### config.mk
export PLATFORM = sky130hd
export DESIGN_NAME = paddle_position_ctrl
export DESIGN_NICKNAME = d
export VERILOG_FILES = /design/src/rtl/pong_pkg.sv /design/src/rtl/paddle_slew.sv /design/src/rtl/paddle_position_ctrl.sv
export SDC_FILE = /design/constraint.sdc
export NUM_CORES = 1
export LEC_CHECK = 0
export CAP_MARGIN = 20
export CORE_MARGIN = 4
export CORE_UTILIZATION = 40
export CTS_CLUSTER_DIAMETER = 150
export DETAILED_ROUTE_END_ITERATION = 12
export HOLD_SLACK_MARGIN = 0.02
export PLACE_DENSITY = 0.72
export SYNTH_ARGS = -nofsm -noshare
export SYNTH_HDL_FRONTEND = slang
export SYNTH_HIERARCHICAL = 1
export SYNTH_SLANG_ARGS = --single-unit
### constraint.sdc
create_clock -name clk_25MHz -period 4.8 [get_ports clk_25MHz]
set_input_delay 0.96 -clock clk_25MHz [delete_from_list [all_inputs] [get_ports clk_25MHz]]
set_output_delay 0.96 -clock clk_25MHz [all_outputs]
set_load 0.02 [all_outputs]
### src/rtl/pong_pkg.sv
// Shared constants, FSM encoding and saturation helper
// for the paddle position controller.
package pong_pkg;

   localparam int SCREEN_H    = 480;
   localparam int PADDLE_H    = 64;
   localparam int Y_W         = 10;
   localparam int SPEED_SHIFT = 1;
   localparam int DEAD_ZONE   = 2;
   localparam int MAX_STEP    = 8;

   localparam int YMAX_I = SCREEN_H - PADDLE_H;
   localparam int YCTR_I = YMAX_I / 2;

   localparam logic [Y_W-1:0] YMAX = Y_W'(YMAX_I);
   localparam logic [Y_W-1:0] YCTR = Y_W'(YCTR_I);

   typedef enum logic [1:0] {
      IDLE  = 2'b00,
      CALC  = 2'b01,
      APPLY = 2'b10
   } state_t;

   // Clamp a signed intermediate Y into the legal range [0, YMAX].
   function automatic logic [Y_W-1:0] sat_y(
      input logic signed [Y_W+1:0] v
   );
      logic signed [Y_W+1:0] hi;
      hi = $signed({2'b00, YMAX});
      if (v < 0)
         return '0;
      else if (v > hi)
         return YMAX;
      else
         return v[Y_W-1:0];
   endfunction

endpackage

### src/rtl/paddle_slew.sv
// Paddle Y register: rate-limited slew toward the target
// once per frame, plus registered status flags.
module paddle_slew
   import pong_pkg::*;
(
   input  logic           clk_25MHz,
   input  logic           reset_n,
   input  logic           frame_tick,
   input  logic           enable,
   input  logic           center,
   input  logic [Y_W-1:0] target,
   input  logic [Y_W-1:0] target_nxt,
   output logic [Y_W-1:0] paddle_y,
   output logic           paddle_moving,
   output logic           at_top,
   output logic           at_bottom
);

   localparam logic signed [Y_W+1:0] STEP = (Y_W+2)'(MAX_STEP);
   localparam logic [Y_W-1:0] STEP_U = Y_W'(MAX_STEP);

   logic signed [Y_W+1:0] diff;
   logic [Y_W-1:0]        y_nxt;

   // Next paddle Y: recentre, or step toward the current target.
   always_comb begin
      diff  = $signed({2'b00, target}) - $signed({2'b00, paddle_y});
      y_nxt = paddle_y;
      if (center) begin
         y_nxt = YCTR;
      end else if (frame_tick && enable) begin
         if (diff > STEP)
            y_nxt = paddle_y + STEP_U;
         else if (diff < -STEP)
            y_nxt = paddle_y - STEP_U;
         else
            y_nxt = target;
      end
   end

   // Position register and flags computed from next-cycle values.
   always_ff @(posedge clk_25MHz or negedge reset_n) begin
      if (!reset_n) begin
         paddle_y      <= YCTR;
         paddle_moving <= 1'b0;
         at_top        <= 1'b0;
         at_bottom     <= 1'b0;
      end else begin
         paddle_y      <= y_nxt;
         paddle_moving <= (y_nxt != target_nxt);
         at_top        <= (y_nxt == '0);
         at_bottom     <= (y_nxt == YMAX);
      end
   end

endmodule

### src/rtl/paddle_position_ctrl.sv
// Integrates decoder mouse samples into a clamped target Y
// and slews the displayed paddle toward it each frame.
module paddle_position_ctrl
   import pong_pkg::*;
(
   input  logic           clk_25MHz,
   input  logic           reset_n,
   input  logic           paddle_dir,
   input  logic [7:0]     paddle_speed,
   input  logic           error_flag,
   input  logic           new_output_flag,
   input  logic           frame_tick,
   input  logic           enable,
   input  logic           center,
   output logic [Y_W-1:0] paddle_y,
   output logic           paddle_moving,
   output logic           at_top,
   output logic           at_bottom,
   output logic           sample_dropped
);

   state_t         state, state_nxt;
   logic           dir_q, dir_nxt;
   logic [7:0]     speed_q, speed_nxt;
   logic [7:0]     delta_q, delta_nxt;
   logic [7:0]     scaled;
   logic [Y_W-1:0] target, target_nxt;
   logic           dropped_nxt;

   logic signed [Y_W+1:0] t_ext, d_ext, sum;

   // Sample FSM: latch, scale with dead zone, then saturate into target.
   always_comb begin
      state_nxt   = state;
      dir_nxt     = dir_q;
      speed_nxt   = speed_q;
      delta_nxt   = delta_q;
      target_nxt  = target;
      dropped_nxt = 1'b0;
      scaled      = speed_q >> SPEED_SHIFT;
      t_ext       = $signed({2'b00, target});
      d_ext       = $signed({{(Y_W+2-8){1'b0}}, delta_q});
      sum         = dir_q ? (t_ext + d_ext) : (t_ext - d_ext);
      if (center) begin
         state_nxt  = IDLE;
         target_nxt = YCTR;
      end else begin
         case (state)
            IDLE: begin
               if (new_output_flag) begin
                  if (enable && !error_flag) begin
                     dir_nxt   = paddle_dir;
                     speed_nxt = paddle_speed;
                     state_nxt = CALC;
                  end else begin
                     dropped_nxt = 1'b1;
                  end
               end
            end
            CALC: begin
               dropped_nxt = new_output_flag;
               if (scaled < 8'(DEAD_ZONE))
                  delta_nxt = '0;
               else
                  delta_nxt = scaled;
               state_nxt = APPLY;
            end
            APPLY: begin
               dropped_nxt = new_output_flag;
               if (enable)
                  target_nxt = sat_y(sum);
               state_nxt = IDLE;
            end
            default: state_nxt = IDLE;
         endcase
      end
   end

   // FSM, latched sample and target registers.
   always_ff @(posedge clk_25MHz or negedge reset_n) begin
      if (!reset_n) begin
         state          <= IDLE;
         dir_q          <= 1'b0;
         speed_q        <= '0;
         delta_q        <= '0;
         target         <= YCTR;
         sample_dropped <= 1'b0;
      end else begin
         state          <= state_nxt;
         dir_q          <= dir_nxt;
         speed_q        <= speed_nxt;
         delta_q        <= delta_nxt;
         target         <= target_nxt;
         sample_dropped <= dropped_nxt;
      end
   end

   paddle_slew u_slew (
      .clk_25MHz     (clk_25MHz),
      .reset_n       (reset_n),
      .frame_tick    (frame_tick),
      .enable        (enable),
      .center        (center),
      .target        (target),
      .target_nxt    (target_nxt),
      .paddle_y      (paddle_y),
      .paddle_moving (paddle_moving),
      .at_top        (at_top),
      .at_bottom     (at_bottom)
   );

endmodule

==> impl_results.md <==
- Pre-Repair DR Iteration Count: 5
- Complex-gate fraction of the synthesized area: between 20% and 30%
- Status: finished, final reports clean
- Sequential area share after synthesis: between 20% and 30%
- Nets: 591
- Layout Skew: ~0.011 ns
- Post-DP HPWL: between 9000 and 10000 um
- Count leader, synth: nor2_1
- Worst R2R Path Depth: 21
- Pre-CTS setup slack: -0.137 ns
- Die area: roughly 12000 um^2
- Core Rows: 36
- Die width: roughly 110 um
- Top cells by area, synth: dfrtp_1, ha_1, a21oi_1
- Core Util, Final: roughly 52%
- Setup CP Type: flip-flop to flip-flop
- Placement Cell Area: ~4700 um^2
- Fmax: approximately 210 MHz
- Reg2reg start: delta_q[1]
- Residual DRC: 0
- Gpl congestion: approximately 1
- Crit path cell chain: buf_4 -> buf_4 -> ha_2 -> inv_2 -> a2111oi_4 -> or3_4 -> a221oi_2 -> a2bb2oi_2 -> mux2i_1 -> buf_4 -> or2_4 -> o31ai_1 -> buf_4 -> mux2i_1 -> a31oi_1 -> nor2_1 -> o31a_1 -> o2111ai_2 -> nor4b_2 -> nand4_1 -> or4_1
- Max-cap viol count: 0
- Syn_nets: approximately 520
- Area leader, netlist: dfrtp_1
- Core box area: around 9700 um^2
- Worst VDD drop: just over 0.3 mV
- Number of enable flip-flop cells after synthesis: 0
- CP endpoint kind: flip-flop
- Diodes inserted: 0
- Top post-synthesis cells by count: nor2_1, a21oi_1, inv_1
- Area delta synth->final: 28.9%
- Sequential power share: around 25%
- Leak Pwr: about 2.2 nW
- GRT Residual Overflow: 0
- # fillers: slightly above 900
- Clock sinks: 41
- Worst hold path class: flip-flop to flip-flop
- CP max FO: 4
- Critical path endpoint: u_slew/paddle_moving
- Vias per cell: 5.84
- Vias: approximately 3.9k
- Final Critical Period: between 4 and 5 ns
- ANT nets after route: 0
- Fin crit share: between 90% and 100%
- Post-DR wirelength/cell: roughly 18 um
- Initial antenna violation count: 0
- Worst setup margin: 0.0540 ns
- Initial Utilization: approximately two fifths
- Simple-gate portion of the synthesized area: about a fifth
- Area share of the largest cell type after synthesis: between 20% and 30%
- Critical path required time: slightly below 5 ns
- Worst-Margin Slew: about 0.98 ns
- Clock share of power: 16.5%
- Final hold vios: 0
- CP startpoint kind: flip-flop
- Sw Share: about two fifths
- Synth warn: 6
- IO Port Bufs: 28
- Later-pin clock latency in the skew report: around 0.30 ns
- Mux cell area share after synthesis: just over 7%
- Unrepaired setup endpoints after global routing: yes
- Chip Height: ~110 um
- Synth Area in Adders: a little under an eighth
- Worst Path Arrival: about 4.9 ns
- Max incr delay on CP: 0.52 ns
- Mapped Area: 3960 um^2
- R2r setup slk: between 0.05 and 0.06 ns
- Initial drt markers: approximately 370
- Final setup viols: 0
- Power per cell area: 354 nW/um^2
- Top_reg_cell synth: dfrtp_1
- Synth unique cells: 74
- Slew HR: between 30% and 40%
- Reg2reg end: u_slew/paddle_moving
- NetSw: approximately 0.75 mW
- Comb power frac: around 59%
- Final Slew Violations: 0
- Int Pwr: 1.06 mW
- Async set-reset flop share out of synthesis: between 90% and 100%
- Largest net degree at the start of global routing: 42
- Largest family of logic cells by synthesized area: compound AO/OA/AOI/OAI gates
- XOR/XNOR Fraction of Synth Area: ~4.6%
- Worst Hold Margin: between 0.5 and 0.6 ns
- Vias in the first global route: 3846
- First-pass GRT wire length: 19200 um
- Ports: 30
- Most common cell on crit path: buf_4
- Total Power: between 1.5 and 2 mW
- Slowest stage cell, crit path: o31ai_1
- Root buf cell: clkbuf_8
- Final instance area: between 5000 and 6000 um^2
- Num CTS Buffers: 5
- Max clock buf depth: 2
- H-tree levels: 2
- #FFs+latches synth: 41
- CTS tree: done
- Clock-pin slew on the worst setup and hold paths: 0.08 ns
- GRT Util Overall: between 20% and 30%
- Cells after Synth: 466
- Fraction of layout cells with a size suffix above 1: between 20 and 30%
- Crit path launch: delta_q[1]
- Final wirelength: around 12000 um
- Synthesized area per cell: 8.50 um^2
==> worst min path at each step <==
stage               start         end  cells past startpoint  slack (ns)
4_1_cts        speed_q[1]  speed_q[1]                      1        0.52
5_1_grt        speed_q[1]  speed_q[1]                      1        0.54
3_3_place_gp   speed_q[1]  speed_q[1]                      1        0.49
6_report       speed_q[1]  speed_q[1]                      1        0.52
3_5_place_dp   speed_q[1]  speed_q[1]                      1        0.50
2_1_floorplan  speed_q[1]  speed_q[1]                      1        0.48
==> kinds of logic (layout without fill, tap and decap cells) <==
kind of cell	after synthesis	count (layout)
adders and majority gates	34	34
and+or+nand+nor	160	160
AOI/OAI and AO/OA	131	131
muxes	26	26
xor gates and xnor gates	21	21
DFF	41	41
buffers and inverters	53	129
==> routing by layer <==
layer  GRT usage (%)  share of wire [%]  wire (um)
met4            4.42                1.5        184
met5               0                  0          0
met2            34.7                 48       5790
met3            3.66                7.1        865
met1            28.1                 44       5280
==> critical path: cells and delay by family (launching register included) <==
family | cells | cell delay (ns)
buffers and inverters | 5 | 0.72
flip-flops | 1 | 0.40
adder cells (fa/ha/maj) | 1 | 0.19
multiplexers | 2 | 0.29
AND/OR/NAND/NOR | 6 | 1.59
AO/OA/AOI/OAI | 7 | 1.41
==> power groups by stage <==
stage	Clock [mW]	Combinational [mW]	Sequential (mW)
3_3_place_gp	0	0.895	0.445
6_report	0.298	1.07	0.443
5_1_grt	0.321	1.16	0.448
3_5_place_dp	0	0.914	0.447
2_1_floorplan	0	0.598	0.453
4_1_cts	0.303	0.962	0.441
==> cell type report <==
class | count | area (um^2) | share of cell area, %
clock inverters | 2 | 37.5 | 0.735
inverters | 36 | 135 | 2.65
multi-input cells | 372 | 2940 | 57.6
clock buffers | 6 | 82.6 | 1.62
repair buffers | 85 | 707 | 13.8
well taps | 133 | 166 | 3.26
flip-flops and latches | 41 | 1040 | 20.3
==> state kept, by name, summed over array words and instances, names as in the netlist <==
| signal | cells |
|---|---|
| state | 2 |
| u_slew/at_top | 1 |
| u_slew/at_bottom | 1 |
| dir_q | 1 |
| target | 10 |
| u_slew/paddle_moving | 1 |
| u_slew/paddle_y | 10 |
| speed_q | 7 |
| sample_dropped | 1 |
| delta_q | 7 |
==> cells in the final DEF, fill, tap and decap left out, drive strengths merged, types with 11 or more instances in the layout <==
cell type,n
buf,58
nand2b,13
xnor2,15
nand3,13
dfrtp,35
clkdlybuf4s50,27
ha,31
a21oi,36
o21ai,18
mux2,15
nor3,12
inv,36
nor2,43
mux2i,11
nand2,30
==> stage by stage <==
step                instances  setup TNS (ns)
floorplan                 466               0
global placement          663          -0.185
detailed placement        663          -0.137
CTS                       673               0
global route              675          -0.223
finish                    675               0
==> what timing repair did <==
item                                    CTS  global route
pin swaps                                 5            24
resized for setup                        11            36
endpoints found under the setup margin    1             1
setup buffers                             2             3
hold buffers                              0             0
Note: power is estimated with default switching activity, not from simulation.
